===== src/rtl/sensor_trigger_scheduler_if.sv =====
// Trigger/config/status bundle between the timing manager, the sensor front-ends
// and the scheduler. Clock and reset stay as plain module ports.
interface sensor_trigger_scheduler_if #(
  parameter int NUM_SENSORS = 10,
  parameter int DELAY_W     = 16,
  parameter int TIMEOUT_W   = 16
);
  logic                           trigger;
  logic [NUM_SENSORS-1:0]         en_bits;
  logic [NUM_SENSORS*DELAY_W-1:0] start_delay;
  logic [TIMEOUT_W-1:0]           timeout_cycles;
  logic [NUM_SENSORS-1:0]         sensor_done;
  logic                           clear_flags;
  logic [NUM_SENSORS-1:0]         sensor_start;
  logic                           busy;
  logic                           seq_done;
  logic [NUM_SENSORS-1:0]         timeout_flags;
  logic                           overrun;

  modport master (
    output trigger, en_bits, start_delay, timeout_cycles, sensor_done, clear_flags,
    input  sensor_start, busy, seq_done, timeout_flags, overrun
  );

  modport slave (
    input  trigger, en_bits, start_delay, timeout_cycles, sensor_done, clear_flags,
    output sensor_start, busy, seq_done, timeout_flags, overrun
  );
endinterface


===== src/rtl/sensor_trigger_scheduler.sv =====
// Fans one trigger out into per-sensor delayed start pulses, tracks each sensor's
// done edge against a shared timeout and pulses seq_done when all are resolved.
module sensor_trigger_scheduler #(
  parameter int NUM_SENSORS = 10,
  parameter int DELAY_W     = 16,
  parameter int TIMEOUT_W   = 16
) (
  input  logic                             clk,
  input  logic                             rst_n,
  sensor_trigger_scheduler_if.slave        bus
);
  localparam int EW = ((DELAY_W > TIMEOUT_W) ? DELAY_W : TIMEOUT_W) + 1;

  typedef enum logic [1:0] {
    ST_IDLE = 2'd0,
    ST_RUN  = 2'd1,
    ST_DONE = 2'd2
  } state_e;

  state_e                         state_r, state_nxt_s;
  logic [NUM_SENSORS-1:0]         en_r, en_nxt_s;
  logic [NUM_SENSORS*DELAY_W-1:0] delay_r, delay_nxt_s;
  logic [EW-1:0]                  elapsed_r, elapsed_nxt_s;
  logic [NUM_SENSORS-1:0]         started_r, started_nxt_s;
  logic [NUM_SENSORS-1:0]         pending_r, pending_nxt_s;
  logic [NUM_SENSORS-1:0]         done_d_r;
  logic [NUM_SENSORS-1:0]         start_r, start_nxt_s;
  logic [NUM_SENSORS-1:0]         flags_r, flags_nxt_s;
  logic                           busy_r, busy_nxt_s;
  logic                           seq_done_r, seq_done_nxt_s;
  logic                           overrun_r, overrun_nxt_s;
  logic [NUM_SENSORS-1:0]         rise_s, qual_s, tmo_hit_s;

  // Next-state and next-output logic for the sequencing FSM
  always_comb begin
    state_nxt_s    = state_r;
    en_nxt_s       = en_r;
    delay_nxt_s    = delay_r;
    elapsed_nxt_s  = elapsed_r;
    started_nxt_s  = started_r;
    pending_nxt_s  = pending_r;
    start_nxt_s    = '0;
    busy_nxt_s     = busy_r;
    seq_done_nxt_s = 1'b0;
    overrun_nxt_s  = overrun_r & ~bus.clear_flags;
    flags_nxt_s    = flags_r & ~{NUM_SENSORS{bus.clear_flags}};
    rise_s         = bus.sensor_done & ~done_d_r;
    qual_s         = '0;
    tmo_hit_s      = '0;
    case (state_r)
      ST_IDLE: begin
        if (bus.trigger && (bus.en_bits != '0)) begin
          state_nxt_s   = ST_RUN;
          en_nxt_s      = bus.en_bits;
          delay_nxt_s   = bus.start_delay;
          elapsed_nxt_s = '0;
          busy_nxt_s    = 1'b1;
          for (int i = 0; i < NUM_SENSORS; i++) begin
            start_nxt_s[i] = bus.en_bits[i] && (bus.start_delay[i*DELAY_W +: DELAY_W] == '0);
          end
          started_nxt_s = start_nxt_s;
          pending_nxt_s = start_nxt_s;
        end else begin
          busy_nxt_s = 1'b0;
        end
      end
      ST_RUN: begin
        overrun_nxt_s = overrun_nxt_s | bus.trigger;
        elapsed_nxt_s = (&elapsed_r) ? elapsed_r : elapsed_r + EW'(1);
        // A done edge coincident with the start pulse does not count
        qual_s = pending_r & ~start_r & rise_s;
        for (int i = 0; i < NUM_SENSORS; i++) begin
          start_nxt_s[i] = en_r[i] && !started_r[i] &&
                           ((elapsed_r + EW'(1)) == EW'(delay_r[i*DELAY_W +: DELAY_W]));
          tmo_hit_s[i]   = pending_r[i] && !qual_s[i] && (bus.timeout_cycles != '0) &&
                           (elapsed_r >= (EW'(delay_r[i*DELAY_W +: DELAY_W]) +
                                          EW'(bus.timeout_cycles)));
        end
        started_nxt_s = started_r | start_nxt_s;
        pending_nxt_s = (pending_r & ~qual_s & ~tmo_hit_s) | start_nxt_s;
        flags_nxt_s   = flags_nxt_s | tmo_hit_s;
        // A timeout resolves once its flag is visible, so completion waits a cycle
        if (((started_nxt_s & en_r) == en_r) && (pending_nxt_s == '0) && (tmo_hit_s == '0)) begin
          state_nxt_s    = ST_DONE;
          seq_done_nxt_s = 1'b1;
        end else begin
          state_nxt_s = ST_RUN;
        end
      end
      ST_DONE: begin
        overrun_nxt_s = overrun_nxt_s | bus.trigger;
        state_nxt_s   = ST_IDLE;
        busy_nxt_s    = 1'b0;
        started_nxt_s = '0;
        pending_nxt_s = '0;
      end
      default: begin
        state_nxt_s   = ST_IDLE;
        busy_nxt_s    = 1'b0;
        started_nxt_s = '0;
        pending_nxt_s = '0;
      end
    endcase
  end

  // FSM state register
  always_ff @(posedge clk or negedge rst_n) begin
    if (!rst_n) begin
      state_r <= ST_IDLE;
    end else begin
      state_r <= state_nxt_s;
    end
  end

  // Latched sequence context, channel tracking and registered outputs
  always_ff @(posedge clk or negedge rst_n) begin
    if (!rst_n) begin
      en_r       <= '0;
      delay_r    <= '0;
      elapsed_r  <= '0;
      started_r  <= '0;
      pending_r  <= '0;
      done_d_r   <= '0;
      start_r    <= '0;
      flags_r    <= '0;
      busy_r     <= 1'b0;
      seq_done_r <= 1'b0;
      overrun_r  <= 1'b0;
    end else begin
      en_r       <= en_nxt_s;
      delay_r    <= delay_nxt_s;
      elapsed_r  <= elapsed_nxt_s;
      started_r  <= started_nxt_s;
      pending_r  <= pending_nxt_s;
      done_d_r   <= bus.sensor_done;
      start_r    <= start_nxt_s;
      flags_r    <= flags_nxt_s;
      busy_r     <= busy_nxt_s;
      seq_done_r <= seq_done_nxt_s;
      overrun_r  <= overrun_nxt_s;
    end
  end

  assign bus.sensor_start  = start_r;
  assign bus.busy          = busy_r;
  assign bus.seq_done      = seq_done_r;
  assign bus.timeout_flags = flags_r;
  assign bus.overrun       = overrun_r;
endmodule

===== src/flat_wrapper.sv =====
// flat-port wrapper written by rule: the top's interface ports become plain ports
module sensor_trigger_scheduler_flat 
#(
  parameter int NUM_SENSORS = 10,
  parameter int DELAY_W     = 16,
  parameter int TIMEOUT_W   = 16
)
  (clk, rst_n, bus_trigger, bus_en_bits, bus_start_delay, bus_timeout_cycles, bus_sensor_done, bus_clear_flags, bus_sensor_start, bus_busy, bus_seq_done, bus_timeout_flags, bus_overrun);
  sensor_trigger_scheduler_if #(.NUM_SENSORS(NUM_SENSORS), .DELAY_W(DELAY_W), .TIMEOUT_W(TIMEOUT_W)) bus_i ();
  input  logic clk;
  input  logic rst_n;
  input wire logic [$bits(bus_i.trigger)-1:0] bus_trigger;
  input wire logic [$bits(bus_i.en_bits)-1:0] bus_en_bits;
  input wire logic [$bits(bus_i.start_delay)-1:0] bus_start_delay;
  input wire logic [$bits(bus_i.timeout_cycles)-1:0] bus_timeout_cycles;
  input wire logic [$bits(bus_i.sensor_done)-1:0] bus_sensor_done;
  input wire logic [$bits(bus_i.clear_flags)-1:0] bus_clear_flags;
  output wire logic [$bits(bus_i.sensor_start)-1:0] bus_sensor_start;
  output wire logic [$bits(bus_i.busy)-1:0] bus_busy;
  output wire logic [$bits(bus_i.seq_done)-1:0] bus_seq_done;
  output wire logic [$bits(bus_i.timeout_flags)-1:0] bus_timeout_flags;
  output wire logic [$bits(bus_i.overrun)-1:0] bus_overrun;
  assign bus_i.trigger = bus_trigger;
  assign bus_i.en_bits = bus_en_bits;
  assign bus_i.start_delay = bus_start_delay;
  assign bus_i.timeout_cycles = bus_timeout_cycles;
  assign bus_i.sensor_done = bus_sensor_done;
  assign bus_i.clear_flags = bus_clear_flags;
  assign bus_sensor_start = bus_i.sensor_start;
  assign bus_busy = bus_i.busy;
  assign bus_seq_done = bus_i.seq_done;
  assign bus_timeout_flags = bus_i.timeout_flags;
  assign bus_overrun = bus_i.overrun;
  sensor_trigger_scheduler #(.NUM_SENSORS(NUM_SENSORS), .DELAY_W(DELAY_W), .TIMEOUT_W(TIMEOUT_W)) u_core (.clk(clk), .rst_n(rst_n), .bus(bus_i));
endmodule

===== config.mk =====
export PLATFORM = sky130hd
export DESIGN_NAME = sensor_trigger_scheduler_flat
export DESIGN_NICKNAME = d
export VERILOG_FILES = /design/src/rtl/sensor_trigger_scheduler_if.sv /design/src/rtl/sensor_trigger_scheduler.sv /design/src/flat_wrapper.sv
export SDC_FILE = /design/constraint.sdc
export NUM_CORES = 1
export LEC_CHECK = 0
export CORE_ASPECT_RATIO = 1.2
export CORE_MARGIN = 2
export CORE_UTILIZATION = 40
export DETAILED_ROUTE_END_ITERATION = 12
export PLACE_DENSITY = 0.57
export SYNTH_ARGS = -nofsm -noshare
export SYNTH_HDL_FRONTEND = slang
export SYNTH_SLANG_ARGS = --single-unit

===== constraint.sdc =====
create_clock -name clk -period 8.8 [get_ports clk]
set_input_delay 1.76 -clock clk [delete_from_list [all_inputs] [get_ports clk]]
set_output_delay 1.76 -clock clk [all_outputs]
set_load 0.01 [all_outputs]

Word-level counts from Yosys, hierarchy flattened:

Cells that the tools add are included.

* register bits: 242
* output and inout port bits: 23
* input port bits: 200
* logic and storage cells: 186

* mux-type cells: 17
* magnitude comparators: 10
* $add $sub $neg: 11
* reductions and logical operators: 103
* bitwise operators: 18
* eq/ne operators: 15

Operators with widths (count)
* 16-bit by 16-bit adder with 17-bit output: 10
* 17-bit by 16-bit equality test with 1-bit output: 10
* 17-bit greater-or-equal comparator: 10
* 16-bit zero test: 10
* 10-bit AND: 7
* 1-bit logical AND: 63
* 10-bit one-hot mux with 2 select lines: 3
* 10-bit NOT: 5
* 17-bit 2-to-1 mux: 2
* 17-bit one-hot mux with 2 select lines: 1
* 10-bit 2-to-1 mux: 3
* 10-bit OR: 3
* 1-bit zero test: 20
* 10-bit zero test: 2
* 17-bit by 1-bit adder with 17-bit output, second input constant: 1
* 17-bit AND reduction: 1
* 16-bit nonzero test: 1
* 10-bit equality test: 1
* 10-bit nonzero test: 1
* 1-bit 2-to-1 mux: 4
* 2-bit 2-to-1 mux: 2
* 2-bit one-hot mux with 2 select lines: 1
* 3-bit AND reduction: 1
* 2-bit by 1-bit equality test with 1-bit output, second input constant: 1
* other kinds (11): 11

Depth between registers and ports, before layout:

Gate-level depths: netlist of run 1.

* word-level depth: 15
* depth in mapped cells: 22
* mapped depth without buffers: 22

Worst setup path before layout of run 1:

OpenSTA, ideal clock, no wires.

* kind: in2reg
* start: in bus_timeout_cycles[0]
* end: reg u_core.state_r[1]
* library setup time: 0.120 ns
* setup slack: 2.718 ns
* cell stages on the path: 21
* arrival time: 5.961 ns
* path buffers: 0
* required time: 8.680 ns
* path through: ha_1 > fa_1 > a21o_1 > a21oi_1 > o21bai_1 > a211o_1 > a31oi_1 > o21bai_1 > a2111oi_0 > o31ai_1 > xnor2_1 > ha_1 > nand3_1 > a21oi_1 > o21ai_0 > a2111oi_0 > o211ai_1 > and4_1 > o2111ai_1 > nor4_2 > a41o_1

* cells in the longest elaborated chain, start to end: 11
* elaborated cells on any way between the ends: 50
* those cells by class: 10 x add/sub; 10 x order compare; 2 x mux; 3 x bitwise; 25 x reduce/logical

RTL lines
* from (decl): RTL line flat_wrapper.sv:15 `input wire logic [$bits(bus_i.timeout_cycles)-1:0] bus_timeout_cycles;`
* 16-bit by 16-bit adder with 17-bit output or 16-bit nonzero test (tied branches): RTL line sensor_trigger_scheduler.sv:76, sensor_trigger_scheduler.sv:75
* 17-bit greater-or-equal comparator or 1-bit logical AND (tied branches): RTL line sensor_trigger_scheduler.sv:76, sensor_trigger_scheduler.sv:75
* 1-bit logical AND: RTL line sensor_trigger_scheduler.sv:75 `tmo_hit_s[i] = pending_r[i] && !qual_s[i] && (bus.timeout_cycles != '0) &&`
* 10-bit NOT: RTL line sensor_trigger_scheduler.sv:80 `pending_nxt_s = (pending_r & ~qual_s & ~tmo_hit_s) | start_nxt_s;`
* 10-bit AND: RTL line sensor_trigger_scheduler.sv:80
* 10-bit OR: RTL line sensor_trigger_scheduler.sv:80
* 10-bit zero test: RTL line sensor_trigger_scheduler.sv:83 `if (((started_nxt_s & en_r) == en_r) && (pending_nxt_s == '0) && (tmo_hit_s == '0)) begin`
* 1-bit logical AND: RTL line sensor_trigger_scheduler.sv:83
* 1-bit logical AND (*): RTL line sensor_trigger_scheduler.sv:83
* 2-bit 2-to-1 mux (*): RTL line sensor_trigger_scheduler.sv:83
* 2-bit one-hot mux with 2 select lines (*): RTL line sensor_trigger_scheduler.sv:50 `case (state_r)`
* to (signal assigned): RTL line sensor_trigger_scheduler.sv:111 `state_r <= state_nxt_s;`
* to (decl): RTL line sensor_trigger_scheduler.sv:20 `state_e state_r, state_nxt_s;`

Every way passes the cells marked *; elsewhere a longest branch is shown, timed or not.
A chain may end at the register's enable or synchronous reset.

Worst setup path after layout of run 1:

Same ends and word-level chain as after synthesis.

==> metrics, run 1 <==
Clock Skew 0.01974 ns; Reg clk slew, reported paths 0.07 ns; CP endpoint kind flop; post-synthesis adder-cell area fraction 0.1879; asr flop ratio synth 1.000; Root Buffer clkbuf_16; post-synthesis mux area share 0.08401; Die W 224.9 um; vias in the first global route 22.11k; setup tns final 0 ns; routed wire length 99,380 um; most frequent cells after synthesis 334 x ha_1, 242 x dfrtp_1, 172 x mux2_2; drt pass-1 iters 6; required time at the worst-slack endpoint approximately 9.3 ns; Post-Synth XOR/XNOR Area 0.1153; area leader, netlist dfrtp_1; Seq pwr share 0.244; number of vias per cell 6.268; Synth Area per Inst 9.346 um^2; worst setup path class primary input to flop; Max H-tree Level 1; CTS Hold Bufs 0; total track usage 0.3242; Pleak around 0.012 uW; largest net degree at the start of global routing 146; TritonCTS clock tree done; std cell rows 97; Int Power approximately 5000 uW; Pwr per Cell Area 339.1 nW/um^2; largest family of logic cells by synthesized area adder cells; number of synthesized flops with an enable pin 0; max_cap viols 0; status complete, no violations; Tcrit/Tclk final 0.8151; Tightest Hold Check Type flop to flop; worst hold endpoint u_core.pending_r[6]$_DFFE_PN0P_; Synth cell types 81; Crit Path Max Fanout 6; worst endpoint data arrival time 7.71 ns; Final Util 0.4779; grt total ovfl 0; switching part of the total 0.4711; Max IR drop VDD 0.1466 mV; DR vias about 22k; Final min period 7.173 ns; Port Buffer Count 222; Sw Pwr roughly 4400 uW; r2r worst-path depth 16; synth top area cells dfrtp_1 26%, ha_1 18%, mux2_2 8.3%; Hold Fails Final Rpt 0; initial antenna violation count 5; Num CTS Buffers 30; I/O Pins 223; GR Util met1 0.3859; core area 58,130 um^2; Post-Syn Nets 3,049; synthesized cell area 23,410 um^2; top-count cell post-synth ha_1; max-slew violations 0; Clock Power Share 0.134; Worst R2R End u_core.state_r[1]$_DFFE_PN0P_; Comb power frac 0.623; # clock sinks 242; Syn-to-layout area delta 18.66%; DPL Wire Length 74,110 um; area share of the largest cell type after synthesis 0.2587; fin nets 3,296; Slew headroom 0.08030; Setup Buffers After CTS 0; Synth Area in Simple Gates 0.1507; Initial Util 0.4027; YS warnings 0; fmax 139.4 MHz; Clock Tree Buf Depth 3; global-route wire length before repair 143,800 um; die area 60,490 um^2; post-synthesis register bit count 242; CP Launch Type primary input; share of layout cells above drive strength 1 0.1169; HP Start u_core.pending_r[6]$_DFFE_PN0P_; reg2reg start u_core.elapsed_r[1]$_DFFE_PN0P_; Synth Instances between 2k and 3k; met2 GRT Util 0.5329; grt peak-use layer met2; post-route ant nets 0; setup violators final 0; # DRC 0; Synth Flop Type dfrtp_1; Compound-Gate Fraction of Synth Area 0.1761; flop2flop setup slack 3.11 ns; placer congestion estimate 0.9954; Skew-Pair Late Insertion Delay 0.61 ns; cts repair resizes 0; Seq/Total Area, Yosys 0.2587; Hold Path Cell Cnt 2; Iteration-0 DRC Markers approximately 2k; Least-Margin Pin Slew 1.370 ns; Die Span Y around 270 um; post-DR wirelength/cell 28.27 um; RSZ-0062 raised after global routing no; met3 GRT Util 0.06353
-- placed cells by master (no fill, tap or decap), drive strengths merged, types with 13 or more instances in the layout --
cell type	instances
ha	334
dfrtp	242
clkdlybuf4s50	221
mux2	172
xnor2	168
a21oi	164
nand2	137
nor2	117
xor2	117
o21ai	106
inv	89
nand3	79
a21o	70
buf	66
nor4	62
nor3	53
nand4	50
clkbuf	39
a31oi	37
or3	30
o21bai	29
nand2b	26
a211oi	25
o31ai	22
nor2b	21
a2111oi	20
and3	18
a211o	17
or4	13
o22ai	13
-- how the worst max path moves through the flow --
stage	end	from	slack, ns	cells past startpoint
finish	u_core.state_r[1]$_DFFE_PN0P_	bus_timeout_cycles[0]	1.63	22
global route	u_core.state_r[1]$_DFFE_PN0P_	bus_timeout_cycles[0]	1.24	22
CTS	u_core.state_r[1]$_DFFE_PN0P_	bus_timeout_cycles[0]	1.74	22
detailed placement	u_core.state_r[0]$_DFFE_PN0P_	bus_timeout_cycles[0]	1.12	22
global placement	u_core.state_r[0]$_DFFE_PN0P_	bus_timeout_cycles[0]	1.32	22
floorplan	u_core.state_r[1]$_DFFE_PN0P_	bus_timeout_cycles[0]	2.72	21
-- power groups by stage --
| stage | logic (uW) | registers (uW) | clock network [uW] |
|---|---|---|---|
| final | 5860 | 2290 | 1260 |
| after floorplan | 4390 | 1930 | 0 |
| after global placement | 5580 | 2300 | 0 |
| after CTS | 5780 | 2280 | 1280 |
| after detailed placement | 5740 | 2300 | 0 |
| after global routing | 6500 | 2320 | 1320 |
-- metrics by stage --
stage / instances / hold WS (ns) / total power [uW] / instance area [um^2] / worst slack, ns
finish: 3515 / 0.4833 / 9421 / 27780 / 1.627
global placement: 3462 / 0.4604 / 7875 / 26800 / 1.321
floorplan: 2505 / 0.4497 / 6318 / 23410 / 2.718
detailed placement: 3462 / 0.4706 / 8037 / 26800 / 1.120
CTS: 3514 / 0.4864 / 9343 / 27780 / 1.736
global route: 3514 / 0.5212 / 10150 / 27780 / 1.244
-- critical path, stage by stage --
cell	delay, ns
clkdlybuf4s50_1	0.71
buf_4	0.34
ha_1	0.22
a21o_1	0.16
a21oi_1	0.23
o21ai_0	0.16
a31oi_1	0.26
o21ai_0	0.17
o41ai_1	0.59
o311ai_0	0.31
mux2i_1	0.18
a2111oi_0	0.49
ha_1	0.24
nand4_1	0.13
nor4b_1	0.28
o31ai_1	0.12
o211ai_1	0.31
a21oi_1	0.14
a31oi_1	0.28
nand4_1	0.15
nor4_2	0.26
a41o_1	0.21
-- logic make-up after synthesis --
kind of cell,count (synthesis)
compound gates,624
xor+xnor,292
fa+ha+maj,346
buf+inv,162
flops,242
mux,175
simple gates,664
-- cell type report --
cell class,instances,area [um^2]
fillers,5441,30350
multi-input cells,2101,16740
flip-flops and latches,242,6057
repair buffers,287,2740
well taps,742,928.4
clock buffers,39,845.8
inverters,90,337.8
clock inverters,13,131.4
diodes,1,2.502
-- sequential cells by signal (all words and copies together), names as in the netlist --
name                      flops
u_core.done_d_r              10
u_core.started_r             10
u_core.en_r                  10
u_core.elapsed_r             17
u_core.delay_r              160
u_core.bus.seq_done           1
u_core.state_r                2
u_core.bus.timeout_flags     10
u_core.bus.overrun            1
u_core.bus.busy               1
u_core.bus.sensor_start      10
u_core.pending_r             10
-- layer usage --
| layer | up-vias | routed length (um) |
|---|---|---|
| met5 | - | 23 |
| met3 | 362 | 8680 |
| met1 | 10640 | 37950 |
| li1 | 9931 | - |
| met2 | 1095 | 45120 |
| met4 | 4 | 7605 |
Power figures use the tool's default switching activity.
==> run 2: changes to the inputs <==
clock period = 7.45 ns   (was 8.8 ns; I/O delays follow)
==> metrics, run 2 (synthesis gave the netlist of run 1 again) <==
required time at the worst-slack endpoint 7.93 ns (-1.40 ns); total track usage 0.3210 (-0.003242); Slew headroom 0.08443 (+0.004128); Root Buffer clkbuf_16; fin nets 3,299 (+0.091%); CTS Hold Bufs 0 (unchanged); initial antenna violation count 3 (-2); Non-Filler Instances 3,518 (+0.085%); RSZ-0062 raised after global routing no; DR vias 22.16k (+0.59%); I/O Pins 223 (unchanged); setup violators final 0 (unchanged); Placed Cells 3,466 (+0.12%); Die Span Y 269.0 um (unchanged); Tcrit/Tclk final 0.8720; drt pass-1 iters 6 (unchanged); Initial Util 0.4027 (unchanged); Syn-to-layout area delta 19.06%; Max H-tree Level 1 (unchanged); Clock Tree Buf Depth 3 (unchanged); std cell rows 97 (unchanged); Reg clk slew, reported paths 0.06 ns (about the same); Die W 224.9 um (unchanged); TritonCTS clock tree done; most frequent cells in the layout 334 x ha_1, 240 x dfrtp_1, 221 x clkdlybuf4s50_1; routed wire length 98,480 um (-0.91%); Least-Margin Pin Slew 1.364 ns (-0.006150 ns); Port Buffer Count 222 (unchanged); Biggest register u_core.delay_r; core area 58,130 um^2 (unchanged); DP Area 26,850 um^2 (+0.16%); # clock sinks 242 (unchanged); global-route wire length before repair 142,400 um (-0.96%); post-route ant nets 0 (unchanged); post-place setup slack 0.4747 ns (-0.6456 ns); number of vias per cell 6.300 (+0.51%); max reg flops 160 (unchanged); Tightest Hold Check Type flop to flop; worst setup path class primary input to flop; Pwr per Cell Area 402.2 nW/um^2 (+19%); CP endpoint kind flop; fmax 153.9 MHz; cts repair resizes 0 (unchanged); Iteration-0 DRC Markers 2,005 (+2.0%); Num CTS Buffers 29 (-3.3%); Final min period 6.496 ns; max_cap viols 0 (unchanged); largest registers u_core.delay_r x160, u_core.elapsed_r x17; Pleak 0.01245 uW (+0.31%); Skew-Pair Late Insertion Delay 0.59 ns (-0.02 ns); share of layout cells above drive strength 1 0.1182 (+0.001315); vias in the first global route 22.05k (-0.27%); worst setup margin 0.9538 ns (-0.6735 ns); CP Launch Type primary input; Max IR drop VDD 0.2041 mV (+39%); max-slew violations 0 (unchanged); Crit Path Max Fanout 4 (-2); DPL Wire Length 73,260 um (-1.1%); setup tns final 0 ns (unchanged); Clock Skew 0.01729 ns (-0.002455 ns); worst endpoint data arrival time 6.97 ns (-0.74 ns); post-DR wirelength/cell 27.99 um (-0.99%); largest net degree at the start of global routing 144 (-1.4%); status complete, no violations; Setup Buffers After CTS 0 (unchanged); placer congestion estimate 0.9797 (-1.6%); final instance area 27,870 um^2 (+0.33%); die area 60,490 um^2 (unchanged); Tot Pwr 11,210 uW (+19%); # DRC 0 (unchanged); commonest non-fill, non-tap cell in the layout ha_1; Hold Fails Final Rpt 0 (unchanged); grt total ovfl 0 (unchanged)
[run 2: cell count changes in the layout (fill, tap and decap cells not counted), sizes merged]
cell | before | now
inv | 89 | 90
bufinv | 2 | 7
buf | 66 | 70
clkinv | 10 | 9
clkbuf | 39 | 33
[run 2: through the flow]
stage,hold slack [ns],util
after floorplan,0.4497,-
after global placement,0.4668,0.4618
after detailed placement,0.4742,0.4618
after CTS,0.4887,0.4794
after global routing,0.5105,0.4794
final,0.4915,0.4795
[run 2: area by class of cell]
type	count	area [um^2]
clock buffer	33	740.7
multi-input combinational	2101	16740
clock inverter	18	285.3
inverter	90	337.8
sequential	242	6058
antenna	1	2.502
fill	5449	30260
timing repair buffer	291	2783
tap	742	928.4
[run 2: per-layer routing]
| layer | up-vias | wire length [um] | part of all wire | global-route usage |
|---|---|---|---|---|
| li1 | 9940 | - | - | - |
| met2 | 1099 | 44680 | 0.45 | 0.5275 |
| met5 | - | 23 | 0.00023 | 0 |
| met1 | 10770 | 37900 | 0.38 | 0.3838 |
| met4 | 4 | 7738 | 0.079 | 0.2166 |
| met3 | 348 | 8132 | 0.083 | 0.05764 |
[run 2: final timing paths]
path | cells past startpoint | end | slack [ns] | start
max | 21 | u_core.state_r[1]$_DFFE_PN0P_ | 0.95 | bus_timeout_cycles[0]
min | 2 | u_core.pending_r[6]$_DFFE_PN0P_ | 0.49 | u_core.pending_r[6]$_DFFE_PN0P_
max reg2reg | 13 | u_core.state_r[0]$_DFFE_PN0P_ | 1.75 | u_core.elapsed_r[5]$_DFFE_PN0P_
min reg2reg | 2 | u_core.pending_r[6]$_DFFE_PN0P_ | 0.49 | u_core.pending_r[6]$_DFFE_PN0P_
max in group asynchronous | 2 | u_core.elapsed_r[15]$_DFFE_PN0P_ | 5.27 | rst_n
min in group asynchronous | 1 | u_core.delay_r[62]$_DFFE_PN0P_ | 0.90 | rst_n
[run 2: worst max-delay path: stages]
cell and delay, ns:
clkdlybuf4s50_1 0.47, buf_4 0.20, ha_1 0.23, fa_1 0.42, a21o_1 0.18, a21oi_1 0.22
o21bai_1 0.14, a211o_1 0.31, a31oi_1 0.26, o21bai_1 0.12, a2111oi_0 0.63, o31ai_1 0.21
xnor2_1 0.17, ha_1 0.31, a2111oi_0 0.31, o21ai_0 0.15, a21oi_1 0.32, nor3_1 0.09
o21ai_0 0.34, nor4_2 0.12, a41o_1 0.26
[run 2: report_power, final]
group / switching (uW) / internal [uW]
sequential: 902 / 1830
combinational: 3700 / 3210
clock: 622 / 955
